`src/rtl/rf_pkg.sv`:
```
// Shared widths and queue entry type for the register-file write arbiter.
package rf_pkg;
    localparam int unsigned REG_W  = 4;
    localparam int unsigned DATA_W = 16;

    typedef struct packed {
        logic [REG_W-1:0]  rnum;
        logic [DATA_W-1:0] data;
    } wq_entry_t;

    typedef enum logic {
        GRANT_A = 1'b0,
        GRANT_B = 1'b1
    } grant_e;
endpackage

```
`src/rtl/rf_wq.sv`:
```
// Per-requester write queue: circular FIFO with per-entry register-match outputs.
module rf_wq
    import rf_pkg::*;
#(
    parameter int unsigned DEPTH = 2
) (
    input  logic             clk,
    input  logic             rst,
    input  logic             push_i,
    input  wq_entry_t        entry_i,
    input  logic             pop_i,
    output wq_entry_t        head_o,
    output logic             empty_o,
    output logic             full_o,
    input  logic [REG_W-1:0] query1_i,
    input  logic [REG_W-1:0] query2_i,
    output logic             match1_o,
    output logic             match2_o
);
    localparam int unsigned PTR_W = $clog2(DEPTH);
    localparam int unsigned CNT_W = PTR_W + 1;

    wq_entry_t        mem_q [DEPTH];
    logic [PTR_W-1:0] wr_ptr_q, wr_ptr_d;
    logic [PTR_W-1:0] rd_ptr_q, rd_ptr_d;
    logic [CNT_W-1:0] count_q, count_d;

    always_comb begin
        wr_ptr_d = wr_ptr_q;
        rd_ptr_d = rd_ptr_q;
        count_d  = count_q;
        if (push_i) wr_ptr_d = wr_ptr_q + PTR_W'(1);
        if (pop_i)  rd_ptr_d = rd_ptr_q + PTR_W'(1);
        case ({push_i, pop_i})
            2'b10:   count_d = count_q + CNT_W'(1);
            2'b01:   count_d = count_q - CNT_W'(1);
            default: count_d = count_q;
        endcase
    end

    always_ff @(posedge clk) begin
        if (rst) begin
            wr_ptr_q <= '0;
            rd_ptr_q <= '0;
            count_q  <= '0;
        end else begin
            wr_ptr_q <= wr_ptr_d;
            rd_ptr_q <= rd_ptr_d;
            count_q  <= count_d;
        end
    end

    always_ff @(posedge clk) begin
        if (push_i) mem_q[wr_ptr_q] <= entry_i;
    end

    assign head_o  = mem_q[rd_ptr_q];
    assign empty_o = (count_q == '0);
    assign full_o  = (count_q == CNT_W'(DEPTH));

    // Only the 'count_q' slots starting at the read pointer hold live entries.
    always_comb begin
        match1_o = 1'b0;
        match2_o = 1'b0;
        for (int unsigned i = 0; i < DEPTH; i++) begin
            if (CNT_W'(i) < count_q) begin
                if (mem_q[rd_ptr_q + PTR_W'(i)].rnum == query1_i) match1_o = 1'b1;
                if (mem_q[rd_ptr_q + PTR_W'(i)].rnum == query2_i) match2_o = 1'b1;
            end
        end
    end
endmodule

```
`src/rtl/rf_write_arbiter.sv`:
```
// Merges ALU (A) and memory (B) writebacks onto one register-file write port.
// RFARB_ROUND_ROBIN_EN selects round-robin contention arbitration; default is A-priority.
module rf_write_arbiter
    import rf_pkg::*;
#(
    parameter int unsigned DEPTH = 2
) (
    input  logic              clk,
    input  logic              rst,
    input  logic              a_valid,
    output logic              a_ready,
    input  logic [REG_W-1:0]  a_reg,
    input  logic [DATA_W-1:0] a_data,
    input  logic              b_valid,
    output logic              b_ready,
    input  logic [REG_W-1:0]  b_reg,
    input  logic [DATA_W-1:0] b_data,
    output logic              WriteReg,
    output logic [REG_W-1:0]  DstReg,
    output logic [DATA_W-1:0] DstData,
    input  logic [REG_W-1:0]  SrcReg1,
    input  logic [REG_W-1:0]  SrcReg2,
    output logic              busy1,
    output logic              busy2
);
    logic              a_full, a_empty, b_full, b_empty;
    logic              a_push, b_push, a_pop, b_pop, grant_a;
    logic              a_m1, a_m2, b_m1, b_m2;
    wq_entry_t         a_in, b_in, a_head, b_head, pop_entry;
    logic              write_q, write_d;
    logic [REG_W-1:0]  dst_reg_q, dst_reg_d;
    logic [DATA_W-1:0] dst_data_q, dst_data_d;

    assign a_ready = !a_full;
    assign b_ready = !b_full;
    // Writes to r0 are acknowledged but dropped before they reach a queue.
    assign a_push  = a_valid && a_ready && (a_reg != '0) && !rst;
    assign b_push  = b_valid && b_ready && (b_reg != '0) && !rst;
    assign a_in    = '{rnum: a_reg, data: a_data};
    assign b_in    = '{rnum: b_reg, data: b_data};

    rf_wq #(.DEPTH(DEPTH)) u_wq_a (
        .clk(clk), .rst(rst), .push_i(a_push), .entry_i(a_in), .pop_i(a_pop),
        .head_o(a_head), .empty_o(a_empty), .full_o(a_full),
        .query1_i(SrcReg1), .query2_i(SrcReg2), .match1_o(a_m1), .match2_o(a_m2)
    );

    rf_wq #(.DEPTH(DEPTH)) u_wq_b (
        .clk(clk), .rst(rst), .push_i(b_push), .entry_i(b_in), .pop_i(b_pop),
        .head_o(b_head), .empty_o(b_empty), .full_o(b_full),
        .query1_i(SrcReg1), .query2_i(SrcReg2), .match1_o(b_m1), .match2_o(b_m2)
    );

`ifdef RFARB_ROUND_ROBIN_EN
    grant_e last_grant_q, last_grant_d;
    logic   contended;

    assign contended = !a_empty && !b_empty;
    assign grant_a   = !a_empty && (b_empty || last_grant_q == GRANT_B);

    always_comb begin
        last_grant_d = last_grant_q;
        if (contended) last_grant_d = grant_a ? GRANT_A : GRANT_B;
    end

    always_ff @(posedge clk) begin
        if (rst) last_grant_q <= GRANT_B;
        else     last_grant_q <= last_grant_d;
    end
`else
    assign grant_a = !a_empty;
`endif

    assign a_pop     = grant_a;
    assign b_pop     = !b_empty && !grant_a;
    assign pop_entry = a_pop ? a_head : b_head;

    always_comb begin
        write_d    = a_pop || b_pop;
        dst_reg_d  = dst_reg_q;
        dst_data_d = dst_data_q;
        if (write_d) begin
            dst_reg_d  = pop_entry.rnum;
            dst_data_d = pop_entry.data;
        end
    end

    always_ff @(posedge clk) begin
        if (rst) begin
            write_q    <= 1'b0;
            dst_reg_q  <= '0;
            dst_data_q <= '0;
        end else begin
            write_q    <= write_d;
            dst_reg_q  <= dst_reg_d;
            dst_data_q <= dst_data_d;
        end
    end

    assign WriteReg = write_q;
    assign DstReg   = dst_reg_q;
    assign DstData  = dst_data_q;

    assign busy1 = (SrcReg1 != '0) && (a_m1 || b_m1 || (write_q && dst_reg_q == SrcReg1));
    assign busy2 = (SrcReg2 != '0) && (a_m2 || b_m2 || (write_q && dst_reg_q == SrcReg2));
endmodule

```
`config.mk`:
```
export PLATFORM = sky130hd
export DESIGN_NAME = rf_write_arbiter
export DESIGN_NICKNAME = d
export VERILOG_FILES = /design/src/rtl/rf_pkg.sv /design/src/rtl/rf_wq.sv /design/src/rtl/rf_write_arbiter.sv
export SDC_FILE = /design/constraint.sdc
export NUM_CORES = 1
export LEC_CHECK = 0
export ABC_AREA = 1
export CELL_PAD_IN_SITES_DETAIL_PLACEMENT = 0
export CELL_PAD_IN_SITES_GLOBAL_PLACEMENT = 1
export CORE_ASPECT_RATIO = 0.9
export CORE_MARGIN = 4
export CORE_UTILIZATION = 25
export CTS_CLUSTER_SIZE = 16
export DETAILED_ROUTE_END_ITERATION = 10
export GPL_TIMING_DRIVEN = 0
export PLACE_DENSITY = 0.56
export SYNTH_ARGS = -nofsm -noshare
export SYNTH_HDL_FRONTEND = slang
export SYNTH_SLANG_ARGS = --single-unit
export TNS_END_PERCENT = 50
```
`constraint.sdc`:
```
create_clock -name clk -period 2.35 [get_ports clk]
set_input_delay 0.3525 -clock clk [delete_from_list [all_inputs] [get_ports clk]]
set_output_delay 0.3525 -clock clk [all_outputs]
set_load 0.01 [all_outputs]
```
Word-level counts from Yosys, hierarchy flattened:

Memory sizes are Yosys's and may differ from the RTL's. A register that Yosys moved wholly into a read port is not among the register bits.
Cells that the tools add are included.

* memories: 2
* input port bits: 52
* logic and storage cells: 95
* bits in writable memories: 80
* bits in registers: 29
* output and inout port bits: 25

Memories
* u_wq_a.mem_q: depth 2, bits a word 20, rd ports 2, clocked after Yosys merged registers in 1, write ports 1, RTL line rf_wq.sv:23 `wq_entry_t mem_q [DEPTH];`
* u_wq_b.mem_q: depth 2, bits a word 20, rd ports 2, clocked after Yosys merged registers in 1, write ports 1, RTL line rf_wq.sv:23

* equality and inequality tests: 16
* $lt $le $gt $ge: 4
* $add $sub $neg: 8
* reduce and logical (&&, ||, !) cells: 29
* muxes and demuxes: 27

Operators by type and width (count)
* 4-bit == test: 10
* 1-bit 2-to-1 mux: 24
* 20-bit 2-to-1 mux: 1
* 4-bit nonzero test: 4
* 1-bit logical AND: 11
* 2-bit == test (second input constant): 4
* 1-bit by 2-bit < comparator with 1-bit output (first input constant): 4
* 2-bit case mux with 2 select lines: 2
* 1-bit zero test: 5
* 1-bit logical OR: 5
* 1-bit adder (second input constant): 4
* 2-bit by 1-bit adder with 2-bit output (second input constant): 2
* 2-bit by 1-bit == test with 1-bit output (second input constant): 2
* 2-bit zero test: 2
* 2-bit nonzero test: 2
* 2-bit by 1-bit subtractor with 2-bit output (second input constant): 2

Logic depth before layout (Yosys ltp):

Gate-level depths: netlist (run 1).

* depth after elaboration: 8
* mapped depth: 11
* mapped depth without buffers: 10

Modules after synthesis:

A second synthesis (run 1) with hierarchy kept.

* cells, all modules: 673
* area, all modules: 5555.3 µm²

By module, submodules not included
* rf_wq at u_wq_b: cells an instance 237, area an instance 2170.8 µm², sequential area each 1301.2 µm², instances 1
* rf_wq at u_wq_a: cells an instance 229, area an instance 2114.5 µm², sequential area each 1301.2 µm², instances 1
* rf_write_arbiter: cells an instance 207, area an instance 1270.0 µm², sequential area each 420.4 µm², instances 1

Worst setup path after synthesis (run 1):

No wires, ideal clock.

* path type: reg-to-reg
* start point: register u_wq_a.count_q[0]
* end point: memory u_wq_a.mem_q[0][0] in the netlist's numbering (enable)
* cell stages (with the launch flop): 6
* library setup time: 397 ps
* path slack: 195 ps
* path buffers: 0
* data required time: 1953 ps
* data arrival time: 1758 ps
* clock period less this slack: 2155 ps
* cell sequence: dfxtp_1 -> inv_1 -> ha_1 -> inv_1 -> nand4_1 -> nor2_1

* cells in the longest elaborated chain, start to end: 7

RTL lines
* from (decl): RTL line rf_wq.sv:26 `logic [CNT_W-1:0] count_q, count_d;`
* from (signal assigned): RTL line rf_wq.sv:49 `count_q <= count_d;`
* 2-bit == test: RTL line rf_wq.sv:59 `assign full_o = (count_q == CNT_W'(DEPTH));`
* 1-bit zero test: RTL line rf_write_arbiter.sv:34 `assign a_ready = !a_full;`
* named net a_ready: RTL line rf_write_arbiter.sv:11 `output logic a_ready,`
* 1-bit logical AND (3 in a row): RTL line rf_write_arbiter.sv:37 `assign a_push = a_valid && a_ready && (a_reg != '0) && !rst;`
* 1-bit 2-to-1 mux: RTL line rf_wq.sv:54 `if (push_i) mem_q[wr_ptr_q] <= entry_i;`
* 1-bit 2-to-1 mux (not written as such): RTL line rf_wq.sv:54
* to (decl): RTL line rf_wq.sv:23

The timed path passes the listed nets, and every way through them passes these cells.

Worst setup path in the final report (run 1):

* start point: input rst
* end point: memory u_wq_a.mem_q[0][3] in the netlist's numbering (enable)

* cells in the longest elaborated chain, start to end: 4

RTL lines
* from (decl): RTL line rf_write_arbiter.sv:9 `input logic rst,`
* 1-bit zero test: RTL line rf_write_arbiter.sv:37
* 1-bit logical AND: RTL line rf_write_arbiter.sv:37
* 1-bit 2-to-1 mux: RTL line rf_wq.sv:54
* 1-bit 2-to-1 mux (not written as such): RTL line rf_wq.sv:54

Every way passes these cells.

==> reports/metrics.csv, run 1 <==
stage,metric,value,unit
logic_synthesis,synth_top_area_share,47.2,%
drt,drc,0,
sta,rsz0062_at_grt,yes,
sta,hold_slack,0.527,ns
drt,drt-initial-drc-count,294,
worst_setup_path,crit_fanout,12,
logic_synthesis,synthCells,546,
logic_synthesis,yosys.area_share.simple,19.8,%
drt,wl_met3,835,um
power_and_ir_drop,power_density,1090,mW/mm2
logic_synthesis,synth_cell_type_count,30,
logic_synthesis,synth-compound-area-share,11.0,%
layout,final_nets,694,
logic_synthesis,synth_mux_area_share,0,%
logic_synthesis,synth_area_leaders,"edfxtp_1 (47%), dfxtp_1 (12%), nand2_1 (9.1%)",
layout,drive_gt1_share,9.55,%
layout,multiInputGateArea,0.00177,mm2
placement,gp_congestion,0.865,
sta,clock.fmax,453,MHz
layout,final_cells,894,
drt,wire_per_inst,16.7,um
sta,setup_ws,0.142,ns
floorplan,die_h,143,um
logic_synthesis,synth_top_family_by_area,simple AND/OR/NAND/NOR gates,
floorplan,die_area,0.0227,mm2
floorplan,core,0.0200,mm2
clock_network,root_buffer,clkbuf_16,
sta,maxSlewHeadroom,51.7,%
logic_synthesis,synth_edf_count,80,
clock_network,holdBufCountCts,0,
layout,num_antenna_cells,0,
worst_setup_path,path_cells,clkdlybuf4s50_1 -> clkinv_1 -> nand4_1 -> nor2_2 -> buf_16,
clock_network,cts_buffer_depth,2,
worst_hold_path,min_path_type,reg -> reg,
global_route,antenna_found_initial,0,
sta,hold_viol,0,
clock_network,cts_buffers,9,
worst_setup_path,cp-start-kind,input pin,
drt,wl,14900,um
layout,fillCellCount,2080,
clock_network,clock_sinks,111,
floorplan,start_util,25.5,%
flow_run,cap_viol_max_count,0,
logic_synthesis,syn_avg_cell_area,9.33,um2
floorplan,num_rows,49,
clock_network,cts_setup_buffers,0,
sta,skew,0.00820,ns
floorplan,io_pins,77,
placement,numPortBuffers,73,
drt,firstDrtPassIters,7,
clock_network,htreeDepth,3,
global_route,grtUsageTotal,13.6,%
worst_setup_path,worst-path-buf-inv,3,
sta,finalSetupViolations,0,
power_and_ir_drop,vdd_ir_drop_max,0.519,mV
global_route,overflow,0,
drt,wl_met1,7200,um
worst_setup_path,critPathSlowestCell,nor2_2,
power_and_ir_drop,finalPower,7.14,mW
sta,fin_crit,2.21,ns
logic_synthesis,synth-main-ff-cell,edfxtp_1,
placement,dp_cells,878,
worst_setup_path,cp_top_family,buffers and inverters,
logic_synthesis,synthAdderAreaFrac,1.96,%
placement,dpl.hpwl,11000,um
drt,vias,4127,
floorplan,die_width,158,um
worst_setup_path,end_kind,flop,
logic_synthesis,ys_seq_area_share,59.3,%
logic_synthesis,synth-xor-area-share,1.20,%
drt,highest_layer,met4,
clock_network,cts_tree,done,
layout,syn2layout_area_growth,29.2,%
logic_synthesis,synth_seq_cells,111,
placement,dp_slack,-0.508,ns
logic_synthesis,synth_async_sr_flop_share,0,%
outcome,outcome,completed,
sta,tns,0,ns
clock_network,worst_skew_pair.late_latency,0.35,ns
logic_synthesis,synth_nets,606,
drt,vias_per_cell,4.62,
worst_setup_path,critPathRequiredTime,2.41,ns
logic_synthesis,yosysTopAreaCell,edfxtp_1,
worst_setup_path,cpPeakStageDelay,0.64,ns
sta,drv_slew,0,
sta,layout_worst_path_cycle_share,94.0,%
clock_network,clkTransAtPathRegs,0.07,ns
drt,ant_nets,0,
layout,layout_common_cells,"nand2_1 (124), edfxtp_1 (80), clkdlybuf4s50_1 (66)",
global_route,first_global_vias,4215,
logic_synthesis,synth_area,0.00509,mm2
drt,wl_met2,6720,um
power_and_ir_drop,power_leakage,2.59,nW
logic_synthesis,synth_warnings,0,
worst_setup_path,criticalPathCategory,in -> reg,
layout,register_area,0.00303,mm2
worst_setup_path,worst_ep_arrival_time,2.27,ns
global_route,grt_first_pass_wirelength,23400,um
global_route,grt_max_degree,19,
layout,final_common_cell,nand2_1,
sta,worst_slew_pin_slew,0.724,ns
worst_setup_path,reg2reg_setup_slack,0.22,ns
==> synth_stat cells (all sizes together) (2+ instances only) <==
master and instances:
nand2 130, edfxtp 80, nor2 72, inv 60, o21ai 53, nand3 37
dfxtp 31, a21oi 17, o221ai 16, buf 12, ha 8, clkbuf 7
o22ai 7, xor2 5, nand4 2, nor4 2, xnor2 2
==> per-layer routing <==
metal / GRT usage [%] / vias up
met1: 19.2 / 1970
met3: 2.86 / 14
li1: - / 2022
met4: 3.50 / 0
met5: 0 / -
met2: 21.4 / 121
==> layout make-up <==
type                       instances  area share (%)
multi-input combinational        355            26.8
sequential                       111            46.1
buffer                            19            1.98
inverter                          61            3.56
tap                              255            4.85
clock inverter                     7           0.742
timing repair buffer              77            12.5
clock buffer                       9            3.42
==> report_power, final <==
group	total [mW]	switching, mW	internal, mW	leakage (nW)
registers	2.69	0.235	2.46	0.989
clock network	1.43	0.715	0.720	0.125
logic	3.01	1.78	1.24	1.48
==> path summary, 6_finish.rpt <==
kind,start,depth (start not counted),end
setup / recovery,rst,5,u_wq_a.mem_q[0][3]
hold reg to reg,u_wq_b.wr_ptr_q,2,u_wq_b.wr_ptr_q
setup reg to reg,u_wq_a.count_q[0],6,u_wq_a.mem_q[0][3]
hold / removal,u_wq_b.wr_ptr_q,2,u_wq_b.wr_ptr_q
==> logic make-up after synthesis <==
group                      count (synthesis)
AOI/OAI and AO/OA                         95
xor gates and xnor gates                   7
adders and majority gates                  8
buffers and inverters                     80
DFF                                      111
and+or+nand+nor                          245
==> per-stage QoR <==
stage	utilization, %	area, um2
finish	32.9	6580
global placement	30.7	6140
global route	32.9	6580
CTS	32.9	6580
floorplan	-	5090
detailed placement	31.3	6260
==> flip-flops by register name (all words and copies together) (netlist names), named ones only <==
register	flops
DstData	16
DstReg	4
WriteReg	1
u_wq_a.count_q	2
u_wq_a.mem_q	40
u_wq_a.rd_ptr_q	1
u_wq_a.wr_ptr_q	1
u_wq_b.count_q	2
u_wq_b.mem_q	40
u_wq_b.rd_ptr_q	1
u_wq_b.wr_ptr_q	1
==> worst register-to-register path, cell delays in order (launching register included) <==
cell,delay [ns]
dfxtp_1,0.34
inv_1,0.10
ha_1,0.23
inv_1,0.08
nand4_1,0.23
nor2_2,0.64
buf_16,0.23
==> timing repair <==
action | 4_1_cts | 5_1_grt
pin swaps | 0 | 0
hold endpoints to repair | 0 | 0
setup endpoints to repair | 2 | 26
resized for setup | 24 | 9
Power figures use the tool's default switching activity.
==> inputs of run 2 (changes only) <==
--- a/config.mk
+++ b/config.mk
@@ -10,11 +10,13 @@
 export CELL_PAD_IN_SITES_GLOBAL_PLACEMENT = 1
 export CORE_ASPECT_RATIO = 0.9
 export CORE_MARGIN = 4
-export CORE_UTILIZATION = 25
+export CORE_UTILIZATION = 41
+export CTS_CLUSTER_DIAMETER = 200
 export CTS_CLUSTER_SIZE = 16
 export DETAILED_ROUTE_END_ITERATION = 10
 export GPL_TIMING_DRIVEN = 0
-export PLACE_DENSITY = 0.56
+export PLACE_DENSITY = 0.82
+export REMOVE_ABC_BUFFERS = 1
 export SYNTH_ARGS = -nofsm -noshare
 export SYNTH_HDL_FRONTEND = slang
 export SYNTH_SLANG_ARGS = --single-unit
==> reports/metrics.csv, run 2 (synthesized netlist as in run 1, its figures left out) <==
stage,metric,value,unit
floorplan,num_rows,38,
floorplan,io_pins,77,
sta,layout_worst_path_cycle_share,94.5,%
sta,rsz0062_at_grt,yes,
power_and_ir_drop,vdd_ir_drop_max,0.598,mV
worst_setup_path,ff2ff_path_depth,9,
global_route,grt_max_degree,28,
worst_hold_path,min_path_type,reg -> reg,
layout,multiInputGateArea,0.00176,mm2
power_and_ir_drop,seq_power_share,38.0,%
global_route,grt_first_pass_wirelength,22000,um
placement,numPortBuffers,76,
sta,clock.fmax,450,MHz
clock_network,htreeDepth,3,
clock_network,worst_skew_pair.late_latency,0.35,ns
floorplan,core,0.0121,mm2
placement,gp_congestion,0.919,
clock_network,cts_tree,done,
worst_setup_path,cp-start-kind,flop,
layout,layout_common_cells,"nand2_1 (123), edfxtp_1 (80), nor2_1 (66), clkdlybuf4s50_1 (66), inv_1 (55)",
clock_network,clock_sinks,111,
sta,finalSetupViolations,0,
layout,drive_gt1_share,9.34,%
global_route,overflow,0,
drt,vias,4155,
global_route,grtUsageTotal,19.6,%
power_and_ir_drop,power_switching,2.74,mW
floorplan,die_area,0.0143,mm2
drt,firstDrtPassIters,6,
sta,maxSlewHeadroom,65.8,%
floorplan,start_util,42.0,%
floorplan,die_h,114,um
sta,worst_slew_pin_slew,0.513,ns
sta,drv_slew,0,
clock_network,cts_buffer_depth,2,
clock_network,clkTransAtPathRegs,0.07,ns
sta,hold_viol,0,
layout,final_nets,687,
power_and_ir_drop,finalPower,7.23,mW
worst_setup_path,worst_ep_arrival_time,2.51,ns
outcome,outcome,completed,
drt,vias_per_cell,5.25,
sta,skew,0.0119,ns
global_route,antenna_found_initial,0,
power_and_ir_drop,p_clk_share,22.0,%
flow_run,cap_viol_max_count,0,
sta,fin_crit,2.22,ns
worst_setup_path,critPathRequiredTime,2.64,ns
placement,dpl.hpwl,9030,um
drt,drt-initial-drc-count,329,
power_and_ir_drop,power_leakage,2.62,nW
placement,dp_slack,-0.859,ns
worst_setup_path,crit_fanout,18,
global_route,first_global_vias,4209,
layout,register_area,0.00304,mm2
power_and_ir_drop,pwr-share-comb,40.0,%
drt,wl,13700,um
power_and_ir_drop,p_sw_share,37.9,%
layout,final_common_cell,nand2_1,
clock_network,root_buffer,clkbuf_16,
power_and_ir_drop,p_int,4.49,mW
clock_network,cts_buffers,9,
worst_setup_path,end_kind,flop,
drt,wire_per_inst,17.3,um
worst_setup_path,criticalPathCategory,reg -> reg,
floorplan,die_width,126,um
sta,setup_ws,0.128,ns
power_and_ir_drop,power_density,1120,mW/mm2
clock_network,holdBufCountCts,0,
layout,fillCellCount,1114,
sta,hold_slack,0.516,ns
drt,ant_nets,0,
layout,syn2layout_area_growth,26.7,%
worst_hold_path,hold_path_depth,1,
layout,num_antenna_cells,0,
drt,drc,0,
-- run 2: per-layer routing --
layer  vias to the layer above  share of wire (%)  GRT usage, %
met3                        19                6.5          3.37
met1                      1973                 44          26.0
li1                       2014                  -             -
met2                       149                 48          33.3
met4                         0                1.3          5.78
met5                         -                  0             0
-- run 2: worst paths after layout --
check	from	end	slack (ns)
max	u_wq_a.count_q[1]	u_wq_b.count_q[1]	0.13
min	u_wq_a.rd_ptr_q	flop	0.52
max reg2reg	u_wq_a.count_q[1]	u_wq_b.count_q[1]	0.13
min reg2reg	u_wq_a.rd_ptr_q	flop	0.52
-- run 2: worst max-delay path: stages, from the launching register on --
cell	delay (ns)
dfxtp_1	0.32
inv_1	0.12
ha_2	0.35
inv_6	0.05
buf_4	0.20
nor2_4	0.38
ha_1	0.36
a21oi_1	0.18
o21ai_0	0.13
inv_1	0.06
-- run 2: power by group through the flow --
| stage | clock network (mW) | registers [mW] | logic, mW |
|---|---|---|---|
| 6_report | 1.59 | 2.75 | 2.89 |
| 5_1_grt | 1.69 | 2.78 | 3.22 |
| 3_5_place_dp | 0 | 2.84 | 2.60 |
| 2_1_floorplan | 0 | 2.81 | 1.47 |
| 4_1_cts | 1.62 | 2.73 | 2.89 |
| 3_3_place_gp | 0 | 2.83 | 2.50 |
-- run 2: repair_timing --
item / CTS / global route
gates cloned: 1 / 0
setup buffers: 8 / 0
resized for setup: 29 / 9
endpoints found under the setup margin: 86 / 31
-- run 2: final cells by class --
cell class	instances	area share (%)
clock buffer	9	3.49
clock inverter	7	1.38
inverter	61	3.90
multi-input combinational	355	27.2
sequential	111	47.0
tap	160	3.10
timing repair buffer	88	13.8
timing repair inverter	1	0.0582
-- run 2: through the flow --
stage                     TNS (ns)  cell area (um2)  util [%]  cells
after floorplan                  0             4980         -    527
after global placement     -111.00             5940      49.0    763
after detailed placement    -45.85             6030      49.8    767
after CTS                        0             6440      53.1    792
after global routing       -0.0960             6450      53.2    792
final                            0             6450      53.2    792
